<file path="src/rtl/serial_pat_pkg.sv">
// Shared definitions for the serial 110-pattern test path.
// Holds the transmitter FSM encoding and the pattern constant that the
// detector also uses.
package serial_pat_pkg;

   typedef enum logic [1:0] {
      IDLE  = 2'd0,
      SHIFT = 2'd1,
      DONE  = 2'd2
   } state_t;

   // Pattern searched for in the serial stream, oldest bit in the MSB.
   localparam logic [2:0] PAT_110 = 3'b110;

endpackage

</file>
<file path="src/rtl/serial_pattern_gen.sv">
// Serial frame transmitter: loads a word on start, sends it MSB-first.
// Latency: first bit one cycle after the accepting edge, done one cycle after the last bit.
// Backpressure: start is honoured only while ready is high and ignored otherwise.
module serial_pattern_gen
   import serial_pat_pkg::*;
#(
   parameter int WIDTH = 32,
   parameter int CNT_W = 4
) (
   input  logic             clk,
   input  logic             reset,
   input  logic             start,
   input  logic [WIDTH-1:0] data,
   output logic             ready,
   output logic             bit_out,
   output logic             bit_valid,
   output logic             done,
   output logic [CNT_W-1:0] exp_count
);

   localparam int               IDX_W    = $clog2(WIDTH + 1);
   localparam logic [IDX_W-1:0] LAST_IDX = IDX_W'(WIDTH - 1);
   localparam logic [CNT_W-1:0] CNT_MAX  = {CNT_W{1'b1}};

   state_t           state;
   state_t           state_nxt;
   logic [WIDTH-1:0] shreg;
   logic [IDX_W-1:0] idx;
   logic [1:0]       hist;
   logic [CNT_W-1:0] cnt;
   logic             cur_bit;

   // The bit being presented is always the top of the shift register.
   assign cur_bit   = shreg[WIDTH-1];
   assign exp_count = cnt;

   // State register; reset aborts any frame in progress.
   always_ff @(posedge clk or posedge reset) begin
      if (reset) begin
         state <= IDLE;
      end else begin
         state <= state_nxt;
      end
   end

   // Next-state and output decode.
   always_comb begin
      state_nxt = state;
      ready     = 1'b0;
      bit_valid = 1'b0;
      bit_out   = 1'b0;
      done      = 1'b0;
      case (state)
         IDLE: begin
            ready = 1'b1;
            if (start) begin
               state_nxt = SHIFT;
            end
         end
         SHIFT: begin
            bit_valid = 1'b1;
            bit_out   = cur_bit;
            if (idx == LAST_IDX) begin
               state_nxt = DONE;
            end
         end
         DONE: begin
            done      = 1'b1;
            state_nxt = IDLE;
         end
         default: begin
            state_nxt = IDLE;
         end
      endcase
   end

   // Frame capture, shifting, bit history and saturating pattern count.
   // History is cleared on every accepted start so patterns never span frames.
   always_ff @(posedge clk or posedge reset) begin
      if (reset) begin
         shreg <= '0;
         idx   <= '0;
         hist  <= '0;
         cnt   <= '0;
      end else begin
         case (state)
            IDLE: begin
               if (start) begin
                  shreg <= data;
                  idx   <= '0;
                  hist  <= '0;
                  cnt   <= '0;
               end
            end
            SHIFT: begin
               shreg <= {shreg[WIDTH-2:0], 1'b0};
               idx   <= idx + IDX_W'(1);
               hist  <= {hist[0], cur_bit};
               if (({hist, cur_bit} == PAT_110) && (cnt != CNT_MAX)) begin
                  cnt <= cnt + CNT_W'(1);
               end
            end
            default: begin
            end
         endcase
      end
   end

endmodule

</file>
<file path="config.mk">
export PLATFORM = sky130hd
export DESIGN_NAME = serial_pattern_gen
export DESIGN_NICKNAME = d
export VERILOG_FILES = /design/src/rtl/serial_pat_pkg.sv /design/src/rtl/serial_pattern_gen.sv
export SDC_FILE = /design/constraint.sdc
export NUM_CORES = 1
export LEC_CHECK = 0
export CAP_MARGIN = 0
export CORE_MARGIN = 2
export CORE_UTILIZATION = 55
export DETAILED_ROUTE_END_ITERATION = 7
export PLACE_DENSITY_LB_ADDON = 0.2
export REMOVE_ABC_BUFFERS = 1
export SLEW_MARGIN = 0
export SYNTH_ARGS = -nofsm -noshare
export SYNTH_HDL_FRONTEND = slang
export SYNTH_SLANG_ARGS = --single-unit
</file>
<file path="constraint.sdc">
create_clock -name clk -period 2 [get_ports clk]
set_input_delay 0.4 -clock clk [delete_from_list [all_inputs] [get_ports clk]]
set_output_delay 0.4 -clock clk [all_outputs]
set_load 0.005 [all_outputs]
</file>
==> impl_metrics.yaml <==
outcome:
  status: "finished clean"
critical_path:
  critPathKind: "flip-flop to primary output"
  critPathLaunchType: "flip-flop"
  crit_chain: "buf_12 > nor2b_2 > clkdlybuf4s50_1"
  r2r_slack_ns: 0.36
  cp-end-kind: "primary output"
  max_stage_delay_ns: 0.51
  cp_top_family: "buffers and inverters"
  cp.required_ns: 1.60
  critPathBufInv: 2
  cp_max_fo: 23
  cpMaxStageDelayCell: "clkdlybuf4s50_1"
  cp.arrival_ns: 1.56
pwr:
  pwr-share-clk_pct: 21.0
  switchingPower_w: 0.001127
  p_per_area_nw_per_um2: 1108
  swShare_pct: 33.67
  internal-power_w: 0.002221
  combinationalPowerShare_pct: 33.1
  p_leak_nw: 1.362
  seq_power_share_pct: 45.9
  vdd_drop_max_v: 0.0005282
floorplan:
  io_pins: 43
  die_area_sq_um: 4951
  die_x_um: 70.37
  rows: 24
  start_util_pct: 56.41
  die_y_um: 70.37
  core_sq_um: 4294
logic_synthesis:
  synth_xor_area_share_pct: 0.3616
  synthSimpleGateAreaFrac_pct: 21.80
  ys_seq_area_share_pct: 47.52
  avgSynthCellArea_sq_um: 9.499
  synthAdderAreaFrac_pct: 1.033
  synth_area_leaders: "dfrtp_1, and3b_1, a21oi_1"
  muxShareOfSynthArea_pct: 0
  synth_edf_count: 0
  syn_inst: 255
  synth-async-reset-ratio_pct: 100.0
  synth_top_area_share_pct: 47.52
  synth_compound_area_share_pct: 22.21
  synthFlopType: "dfrtp_1"
  synth_seq_cells: 46
  synth_largest_area_cell: "dfrtp_1"
  synth_area_sq_um: 2422
  synth.distinct_cells: 38
  synth_top_family_by_area: "compound AO/OA/AOI/OAI gates"
  ys_warn_count: 0
sta:
  final.period_utilization_pct: 98.03
  hold_violations: 0
  max-slew-margin-rel_pct: 70.56
  period_needed_ns: 1.961
  fin_skew_ns: 0.01114
  slew_violations: 0
  worst_pin_slew_ns: 0.4416
  max_freq_ghz: 0.5100
  rsz0062_at_grt: "false"
  setup_viol: 0
global_route:
  antenna_found_initial: 0
  grt_max_degree: 28
  grt_pass1_wl_um: 9273
  grt_overflow_total: 0
  grt_pass1_vias: 2017
  grt_usage_pct: 23.37
route:
  avgRoutedWirePerCell_um: 15.20
  drc: 0
  wirelength_um: 5396
  first_iter_violations: 141
  firstDrtPassIters: 4
  viasPerCell: 5.738
  drtAntennaViolNets: 0
  num_vias: 2037
layout:
  synthToLayoutAreaGrowth_pct: 24.79
  fillers: 363
  n_antenna_cell: 0
  postLayoutCellArea_sq_um: 3023
  fin_util_pct: 70.40
  nets: 339
  drive_above_1_share_pct: 10.89
clock_tree:
  path_clk_slew_ns: 0.09
  cts_sinks: 46
  clk_latency_ns: 0.30
  clockBufferDepth: 2
  cts_max_level: 2
  tritoncts: "yes"
  cts_buffers: 5
  cts_root_buf: "clkbuf_8"
min_path:
  hold_class: "primary input to asynchronous set/reset pin"
job:
  maxCapViolations: 0
place:
  place.gp.congestion: 0.7384
  dpl.hpwl_um: 3531
  dpl_cell_area_sq_um: 2850
  portBuffers: 42
cells in the mapped netlist (2+ instances only):
library cell	number
clkbuf_1	2
buf_6	3
nand3b_1	2
o21ai_0	31
and3b_1	21
clkbuf_8	2
inv_1	2
nor3b_1	3
a31oi_1	2
a22oi_1	11
nand3_1	5
buf_4	3
a22o_1	2
buf_2	7
ha_1	2
inv_2	2
a21oi_1	35
and2_1	2
o21ai_1	6
nand2_1	33
nor2b_1	13
o211ai_1	3
nor2_1	2
clkbuf_2	2
dfrtp_1	46
cells in the final DEF, fill, tap and decap left out, types with 2 or more instances in the layout:
master           synthesis  layout
o211ai_1                 3       3
o21ai_1                  6       6
a22oi_1                 11      11
clkinvlp_4               0       2
clkbuf_8                 2       5
a21oi_1                 35      35
a31oi_1                  2       2
and2_1                   2       2
dfrtp_1                 46      45
nor2b_1                 13      12
ha_1                     2       2
nor2_1                   2       2
inv_2                    2       2
a22o_1                   2       2
nor3b_1                  3       3
nand2_1                 33      33
clkdlybuf4s50_1          0      40
buf_4                    3      17
o21ai_0                 31      31
nand3b_1                 2       2
and3b_1                 21      21
nand3_1                  5       5
sequential cells by signal (all words and copies together) (netlist names):
name       flops
shreg         32
hist           2
idx            6
exp_count      4
state          2
stage by stage:
| stage | cells | worst slack, ns | total power [W] | TNS (ns) | hold slack (ns) |
|---|---|---|---|---|---|
| after floorplan | 235 | -0.07533 | 0.002148 | -0.1447 | 0.4502 |
| after global placement | 342 | 0.1131 | 0.002549 | 0 | 0.4623 |
| after detailed placement | 342 | 0.01389 | 0.002611 | 0 | 0.4755 |
| after CTS | 354 | 0.02094 | 0.003357 | 0 | 0.4275 |
| after global routing | 355 | 0.002651 | 0.003587 | 0 | 0.4474 |
| final | 355 | 0.03931 | 0.003348 | 0 | 0.4099 |
area by class of cell:
| class | instances | area (sq um) | share of cell area [%] |
|---|---|---|---|
| inverters | 4 | 20.02 | 0.6623 |
| clock inverters | 3 | 45.04 | 1.490 |
| clock buffers | 5 | 68.82 | 2.276 |
| repair buffers | 60 | 569.3 | 18.83 |
| multi-input cells | 185 | 1102 | 36.47 |
| flip-flops and latches | 46 | 1152 | 38.12 |
| well taps | 52 | 65.06 | 2.152 |
power by group through the flow:
stage | Sequential, W | Clock [W] | Combinational (W)
finish | 0.00154 | 0.000704 | 0.00111
global route | 0.00159 | 0.000752 | 0.00125
floorplan | 0.00153 | 0 | 0.000620
CTS | 0.00153 | 0.000715 | 0.00111
detailed placement | 0.00155 | 0 | 0.00106
global placement | 0.00154 | 0 | 0.00101
worst reg2reg max path, stage by stage (launching register included):
cell,delay [ns]
dfrtp_2,0.44
buf_4,0.17
buf_4,0.18
o21bai_4,0.34
buf_4,0.26
inv_2,0.04
a31oi_1,0.15
path summary, 6_finish.rpt:
check / from / end / cells past startpoint
setup / recovery: state[1] / done / 3
hold / removal: reset / idx[4] / 2
setup reg to reg: state[0] / exp_count[2] / 6
hold reg to reg: shreg[21] / shreg[21] / 2
max in group asynchronous: reset / shreg[10] / 3
min in group clk: shreg[21] / shreg[21] / 2
cell families after synthesis:
family / count (synthesis)
buffers and inverters: 24
adders and majority gates: 2
and+or+nand+nor: 88
AOI/OAI and AO/OA: 94
DFF: 46
xor gates and xnor gates: 1
metal layers:
layer	global-route usage, %	vias to the layer above	share of wire (%)
li1	-	996	-
met1	30.55	986	44
met2	39.20	45	50
met3	4.762	10	3.6
met4	6.838	0	1.8
met5	0	-	0
repair_timing:
| item | in CTS | in global routing |
|---|---|---|
| resized for setup | 7 | 1 |
| setup buffers | 4 | 1 |
| setup endpoints to repair | 2 | 2 |
| hold buffers | 0 | 0 |
No activity file was read; power rests on OpenSTA's default activity.
